==> src/rtl/ram_stream_reader.sv <==
// ram_stream_reader
//   Read-side sequencer for the FFT sample RAM. A start pulse launches one frame:
//   N reads are issued on the RAM read port (1-cycle registered read latency) and the
//   returned words are streamed out over valid/ready through a 2-entry buffer.
//   Read addresses are optionally bit-reversed.
//
// Ports
//   clk        rising-edge clock
//   rst        asynchronous active-low reset
//   i_start    start one frame (only honoured in IDLE)
//   o_busy     frame in progress (RUN or DRAIN)
//   o_done     one-cycle pulse after the final beat is accepted
//   o_rd_en    RAM read enable
//   o_rd_addr  RAM read address
//   i_rd_data  RAM read data, valid the cycle after o_rd_en
//   o_data     stream data (buffer head)
//   o_valid    stream valid
//   i_ready    stream ready
//   o_last     marks beat N-1
module ram_stream_reader #(
    parameter int N       = 8,
    parameter int I       = 4,
    parameter int F       = 4,
    parameter bit BIT_REV = 1'b1,
    localparam int AW     = $clog2(N),
    localparam int W      = I + F
) (
    input  logic          clk,
    input  logic          rst,
    input  logic          i_start,
    output logic          o_busy,
    output logic          o_done,
    output logic          o_rd_en,
    output logic [AW-1:0] o_rd_addr,
    input  logic [W-1:0]  i_rd_data,
    output logic [W-1:0]  o_data,
    output logic          o_valid,
    input  logic          i_ready,
    output logic          o_last
);

    localparam logic [1:0] S_IDLE  = 2'd0;
    localparam logic [1:0] S_RUN   = 2'd1;
    localparam logic [1:0] S_DRAIN = 2'd2;

    localparam logic [AW-1:0] LAST_IDX = AW'(N - 1);

    logic [1:0]    state;
    logic [AW-1:0] k;         // issue counter
    logic [AW-1:0] beat;      // accepted-beat counter
    logic [1:0]    occ;       // buffer entries held
    logic          inflight;  // read issued on the previous edge, data arrives now
    logic [W-1:0]  buf0;      // head
    logic [W-1:0]  buf1;      // tail (only used when occ == 2)
    logic          done_q;

    logic          pop;
    logic [2:0]    credit;
    logic          rd_en;
    logic          last_beat;
    logic          frame_end;

    function automatic logic [AW-1:0] addr_map(input logic [AW-1:0] a);
        logic [AW-1:0] r;
        for (int i = 0; i < AW; i++) r[i] = a[AW-1-i];
        return BIT_REV ? r : a;
    endfunction

    assign pop       = (occ != 2'd0) && i_ready;
    // Slots committed after this edge: buffered + arriving - leaving. Issue only if
    // that leaves room for the word this read will return next cycle.
    assign credit    = 3'(occ) + 3'(inflight) - 3'(pop);
    assign rd_en     = (state == S_RUN) && (credit < 3'd2);
    assign last_beat = (occ != 2'd0) && (beat == LAST_IDX);
    assign frame_end = (state == S_DRAIN) && pop && last_beat;

    // FSM and counters
    always_ff @(posedge clk or negedge rst) begin
        if (!rst) begin
            state    <= S_IDLE;
            k        <= '0;
            beat     <= '0;
            inflight <= 1'b0;
            done_q   <= 1'b0;
        end else begin
            inflight <= rd_en;
            done_q   <= frame_end;

            case (state)
                S_IDLE:  if (i_start) state <= S_RUN;
                S_RUN:   if (rd_en && k == LAST_IDX) state <= S_DRAIN;
                S_DRAIN: if (frame_end) state <= S_IDLE;
                default: state <= S_IDLE;
            endcase

            // k parks on N-1 through DRAIN so the address holds, then wraps at frame end.
            if (rd_en && k != LAST_IDX)
                k <= k + 1'b1;
            else if (frame_end)
                k <= '0;

            if (pop)
                beat <= (beat == LAST_IDX) ? '0 : beat + 1'b1;
        end
    end

    // 2-entry buffer: head in buf0, pop shifts tail forward.
    always_ff @(posedge clk or negedge rst) begin
        if (!rst) begin
            occ  <= 2'd0;
            buf0 <= '0;
            buf1 <= '0;
        end else begin
            case ({inflight, pop})
                2'b10: begin
                    if (occ == 2'd0) buf0 <= i_rd_data;
                    else             buf1 <= i_rd_data;
                    occ <= occ + 2'd1;
                end
                2'b01: begin
                    buf0 <= buf1;
                    occ  <= occ - 2'd1;
                end
                2'b11: begin
                    if (occ == 2'd1) begin
                        buf0 <= i_rd_data;
                    end else begin
                        buf0 <= buf1;
                        buf1 <= i_rd_data;
                    end
                end
                default: ;
            endcase
        end
    end

    assign o_busy    = (state != S_IDLE);
    assign o_done    = done_q;
    assign o_rd_en   = rd_en;
    assign o_rd_addr = addr_map(k);
    assign o_data    = buf0;
    assign o_valid   = (occ != 2'd0);
    assign o_last    = last_beat;

endmodule

==> config.mk <==
export PLATFORM = sky130hd
export DESIGN_NAME = ram_stream_reader
export DESIGN_NICKNAME = d
export VERILOG_FILES = /design/src/rtl/ram_stream_reader.sv
export SDC_FILE = /design/constraint.sdc
export NUM_CORES = 1
export LEC_CHECK = 0
export CORE_MARGIN = 1.5
export CORE_UTILIZATION = 40
export DETAILED_ROUTE_END_ITERATION = 10
export GPL_TIMING_DRIVEN = 0
export PLACE_DENSITY = 0.67
export SYNTH_ARGS = -nofsm -noshare
export SYNTH_HDL_FRONTEND = slang
export SYNTH_SLANG_ARGS = --single-unit
export TNS_END_PERCENT = 100
==> constraint.sdc <==
create_clock -name clk -period 2.5 [get_ports clk]
set_input_delay 0.375 -clock clk [delete_from_list [all_inputs] [get_ports clk]]
set_output_delay 0.375 -clock clk [all_outputs]
set_load 0.1 [all_outputs]
Word-level counts from Yosys, hierarchy flattened
Index checks and enable logic that the tools add are counted.

Register bits after elaboration: 28. Input bits: 12. Output and inout bits: 16.

Muxes and demuxes: 14. Equality and inequality tests: 15. Reduce and logical (&&, ||, !) cells: 18. Order comparisons: 1. $add $sub $neg: 6.

Operator list (number): $mux 8 (4); $pmux 8 s3 (1); $pmux 8 s2 (1); $ne 2x2->1 const B (5); $reduce_bool 2->1 (5); $mux 3 (3); $logic_and 1x1->1 (7); $add 3x1->3 const B (2); $eq 2x1->1 const B (3); $eq 2x2->1 const B (3); $eq 3x3->1 const B (2); $mux 2 (3); $pmux 2 s3 (1); $reduce_and 3->1 (2); $logic_not 2->1 (2); $pmux 2 s2 (1); $add 2x1->3 (1); $lt 3x2->1 const B (1); $ne 3x3->1 const B (1); $reduce_bool 3->1 (1); $sub 3x1->3 (1); $add 2x1->2 const B (1); $ne 2x1->1 const B (1); $reduce_and 2->1 (1); $sub 2x1->2 const B (1).

Longest topological paths before layout
Depth after elaboration: 8. Gate-level depth with buffers: 11. Depth with buffers taken out: 10.

Worst setup path before layout
OpenSTA, ideal clock, no wires.

Path type: register -> register. From: reg occ[1]. To: reg state[0]. Required time: 2257 ps. Path slack: -2190 ps. Buffers on the path: 1. Arrival time: 4447 ps. Cell stages (with the launch flop): 11. Cell sequence: dfrtp_1 -> inv_1 -> ha_1 -> nor2b_2 -> buf_6 -> ha_1 -> nand2b_1 -> fa_1 -> xor2_1 -> nor3_1 -> a211oi_1.

Cells in the longest elaborated chain, start to end: 8. Elaborated cells on any way between the ends: 13.

Ends and longest elaborated chain: start: declaration (line 51) `logic [1:0] occ;`; start signal: assignment (line 118) `occ <= occ + 2'd1;`; start signal: assignment (line 122) `occ <= occ - 2'd1;`; branches (longest 2 deep; another with $add 2x1->3); $sub 3x1->3 (*) (line 72) `assign credit = 3'(occ) + 3'(inflight) - 3'(pop);`; $lt 3x2->1 (*) (line 73) `assign rd_en = (state == S_RUN) && (credit < 3'd2);`; $logic_and 1x1->1 (*) (line 73); named net o_rd_en (line 33) `output logic o_rd_en,`; $logic_and 1x1->1 (*) (line 91) `S_RUN: if (rd_en && k == LAST_IDX) state <= S_DRAIN;`; $ne 2x1->1 (no source line) (*); $reduce_and 3->1 (no source line) (*); end signal: assignment (line 91); end signal: assignment (line 92) `S_DRAIN: if (frame_end) state <= S_IDLE;`; end signal: assignment (line 93) `default: state <= S_IDLE;`; end: declaration (line 48) `logic [1:0] state;`.

Mark *: on every way through the listed nets, which the timed path passes. A chain may end at the register's enable or synchronous reset.

Final worst setup path
From: reg occ[0]. To: out o_rd_en.

Cells in the longest elaborated chain, start to end: 5. Elaborated cells on any way between the ends: 6.

Ends and longest elaborated chain (line): branches (longest 2 deep; another with $add 2x1->3); $sub 3x1->3 (*) (72); $lt 3x2->1 (*) (73); $logic_and 1x1->1 (*) (73); end: declaration (33).

Every way passes the cells marked *.

==> impl_metrics.tcl <==
set metrics [dict create \
    synthFlopType "dfrtp_1" \
    die_w_um 61.3 \
    die_y_um 61.3 \
    seq_area_frac_synth_pct 51.6 \
    arrival_ps 2520 \
    slowest_stage "fa_2" \
    drt-pass1-iter-count 4 \
    drc 0 \
    skew_ps 5.27 \
    netlist.area_leader.share_pct 51.6 \
    crit_chain "inv_2 -> ha_4 -> nor2b_4 -> ha_4 -> nand2b_4 -> fa_2 -> nand2_4 -> nor3_4 -> buf_12" \
    max_cap_violations 0 \
    ioPinCount 28 \
    gr-total-overflow 0 \
    critical_path_required_ps 2120 \
    r2r_slack_ps -130 \
    reg2reg_to "k[0]" \
    nets 180 \
    grt_max_degree 29 \
    worstMarginPinSlew_ps 982 \
    clockBufferDepth 2 \
    async_flop_share_pct 100 \
    synth_common_cells "dfrtp_1, nand2_1, ha_1, o21ai_0" \
    grt_pass1_wl_um 4350 \
    yosysTopAreaCell "dfrtp_1" \
    finalHoldViolCount 0 \
    area_growth_pct 40.0 \
    seq_area_um2 702 \
    drtIter0Drc 55 \
    worst_r2r_startpoint "occ[0]" \
    final_util_pct 60.8 \
    finalCritPeriodShare_pct 116 \
    grt_pass1_vias 958 \
    nFillCells 255 \
    grt_antenna_before_repair 0 \
    setup_viol 4 \
    path_max_fanout 4 \
    final_antenna_net_count 0 \
    wl_per_cell_um 13.3 \
    htree_levels 1 \
    synth_edf_count 0 \
    cp-start-kind "register" \
    drive_above_1_share_pct 29.3 \
    violations "negative setup slack" \
    synth_most_common_cell "dfrtp_1" \
    fmax_ghz 0.346 \
    worst_setup_path_end_kind "output pin" \
    yosysWarnings 0 \
    routed_via_density 5.02 \
    grt_usage_pct 15.8 \
    fin_crit_ps 2890 \
    die-area_um2 3750 \
    cts_sinks 28 \
    clk_pin_slew_worst_paths_ps 150 \
    reg2reg_depth 12 \
    slew_violations 0 \
    criticalPathCategory "register to output pin" \
    synth_cells 115 \
    synthTopCellsByArea "dfrtp_1, ha_1, mux2_2" \
    numCtsBuffers 3 \
    status "complete, but fails checks" \
    gp_congestion 0.708 \
    row_count 20 \
    core_um2 3130 \
    num_antenna_cells 0 \
    multi_input_area_um2 688 \
    start_util_pct 43.4 \
    critPathMaxStageDelay_ps 550 \
    detailed_place_hpwl_um 1880 \
    clk_latency_ps 340 \
    synth.ff_latch_count 28 \
    cts_tree "done" \
    setup_slack_ps -393 \
    max_slew_margin_pct 34.3 \
    ys_types 30 \
    rsz0062_at_grt "true" \
    synth_area_um2 1360 \
    crit_top_cell "ha_4" \
    hp-class "primary input to asynchronous set/reset pin" \
    num_vias 1010 \
    place_ws_ps -1350 \
    numPortBuffers 27 \
    synthesis.nets 137 \
    cts_root_buf "clkbuf_4" \
    wl_um 2680 \
    syn_area_per_cell_um2 11.8 \
]
worst max-delay path, delay by kind of cell, from the launching register on:
family / cells / cell delay, ps
adders and majority gates: 3 / 940
and+or+nand+nor: 4 / 570
DFF: 1 / 410
buffers and inverters: 2 / 260
logic make-up after synthesis:
family,Yosys count,share of synthesized area [%]
muxes,9,7.74
AOI/OAI and AO/OA,26,13.6
and+or+nand+nor,30,11.9
xor gates and xnor gates,3,1.94
adders and majority gates,10,9.77
DFF,28,51.6
buffers and inverters,9,3.41
flip-flops by register name (all words and copies together) (netlist names):
name,count
buf1,8
o_data,8
beat,3
k,3
occ,2
state,2
inflight,1
o_done,1
layer usage:
metal | global-route usage, % | share of wire, % | vias to the layer above
li1 | - | - | 484
met5 | 0 | 0 | -
met4 | 4.66 | 1.1 | 0
met3 | 2.10 | 3.9 | 2
met1 | 19.6 | 43 | 499
met2 | 28.6 | 52 | 25
how the worst max path moves through the flow:
stage | start | end | slack (ps)
2_1_floorplan | occ[1] | o_rd_en | -540
3_3_place_gp | i_ready | o_rd_en | -1340
3_5_place_dp | i_ready | o_rd_en | -1350
4_1_cts | occ[1] | o_rd_en | -400
5_1_grt | occ[0] | o_rd_en | -470
6_report | occ[0] | o_rd_en | -390
area by class of cell:
class	instances	area share, %
buffer	2	0.658
clock buffer	3	1.18
clock inverter	1	1.58
inverter	6	1.18
multi-input combinational	78	36.2
sequential	28	36.9
tap	44	2.90
timing repair buffer	39	19.4
through the flow:
step	hold slack [ps]	std cells	instance area (um^2)	setup TNS [ps]
4_1_cts	500	199	1890	-442
3_3_place_gp	452	186	1720	-2480
6_report	30.8	201	1900	-635
3_5_place_dp	467	186	1720	-2580
5_1_grt	43.6	201	1900	-960
2_1_floorplan	79.4	115	1400	-1970
timing repair:
item / CTS / global route
setup buffers: 9 / 3
setup endpoints to repair: 9 / 4
pin swaps: 7 / 4
resized for setup: 23 / 0
hold buffers: 0 / 0
layout by cell type, fill, tap and decap left out, drive strengths merged:
master | netlist | layout
xnor2 | 2 | 2
nand3b | 1 | 1
and3 | 1 | 1
dlygate4sd2 | 0 | 2
mux2 | 9 | 9
inv | 6 | 6
nor2b | 3 | 3
dfrtp | 28 | 28
clkdlybuf4s50 | 0 | 22
clkbuf | 0 | 3
clkdlybuf4s15 | 0 | 1
fa | 1 | 1
a21o | 2 | 2
nand2 | 18 | 18
nor3 | 2 | 2
nor4 | 1 | 1
a211oi | 1 | 1
a22oi | 8 | 8
o211a | 1 | 1
nor2 | 2 | 2
buf | 3 | 16
a21oi | 1 | 1
nand2b | 1 | 1
ha | 9 | 9
xor2 | 1 | 1
a22o | 3 | 3
o21ai | 10 | 10
or2 | 1 | 1
bufinv | 0 | 1
Power is not shown: default switching activity piles up to over one toggle a cycle in this logic, so the estimate is an artifact.
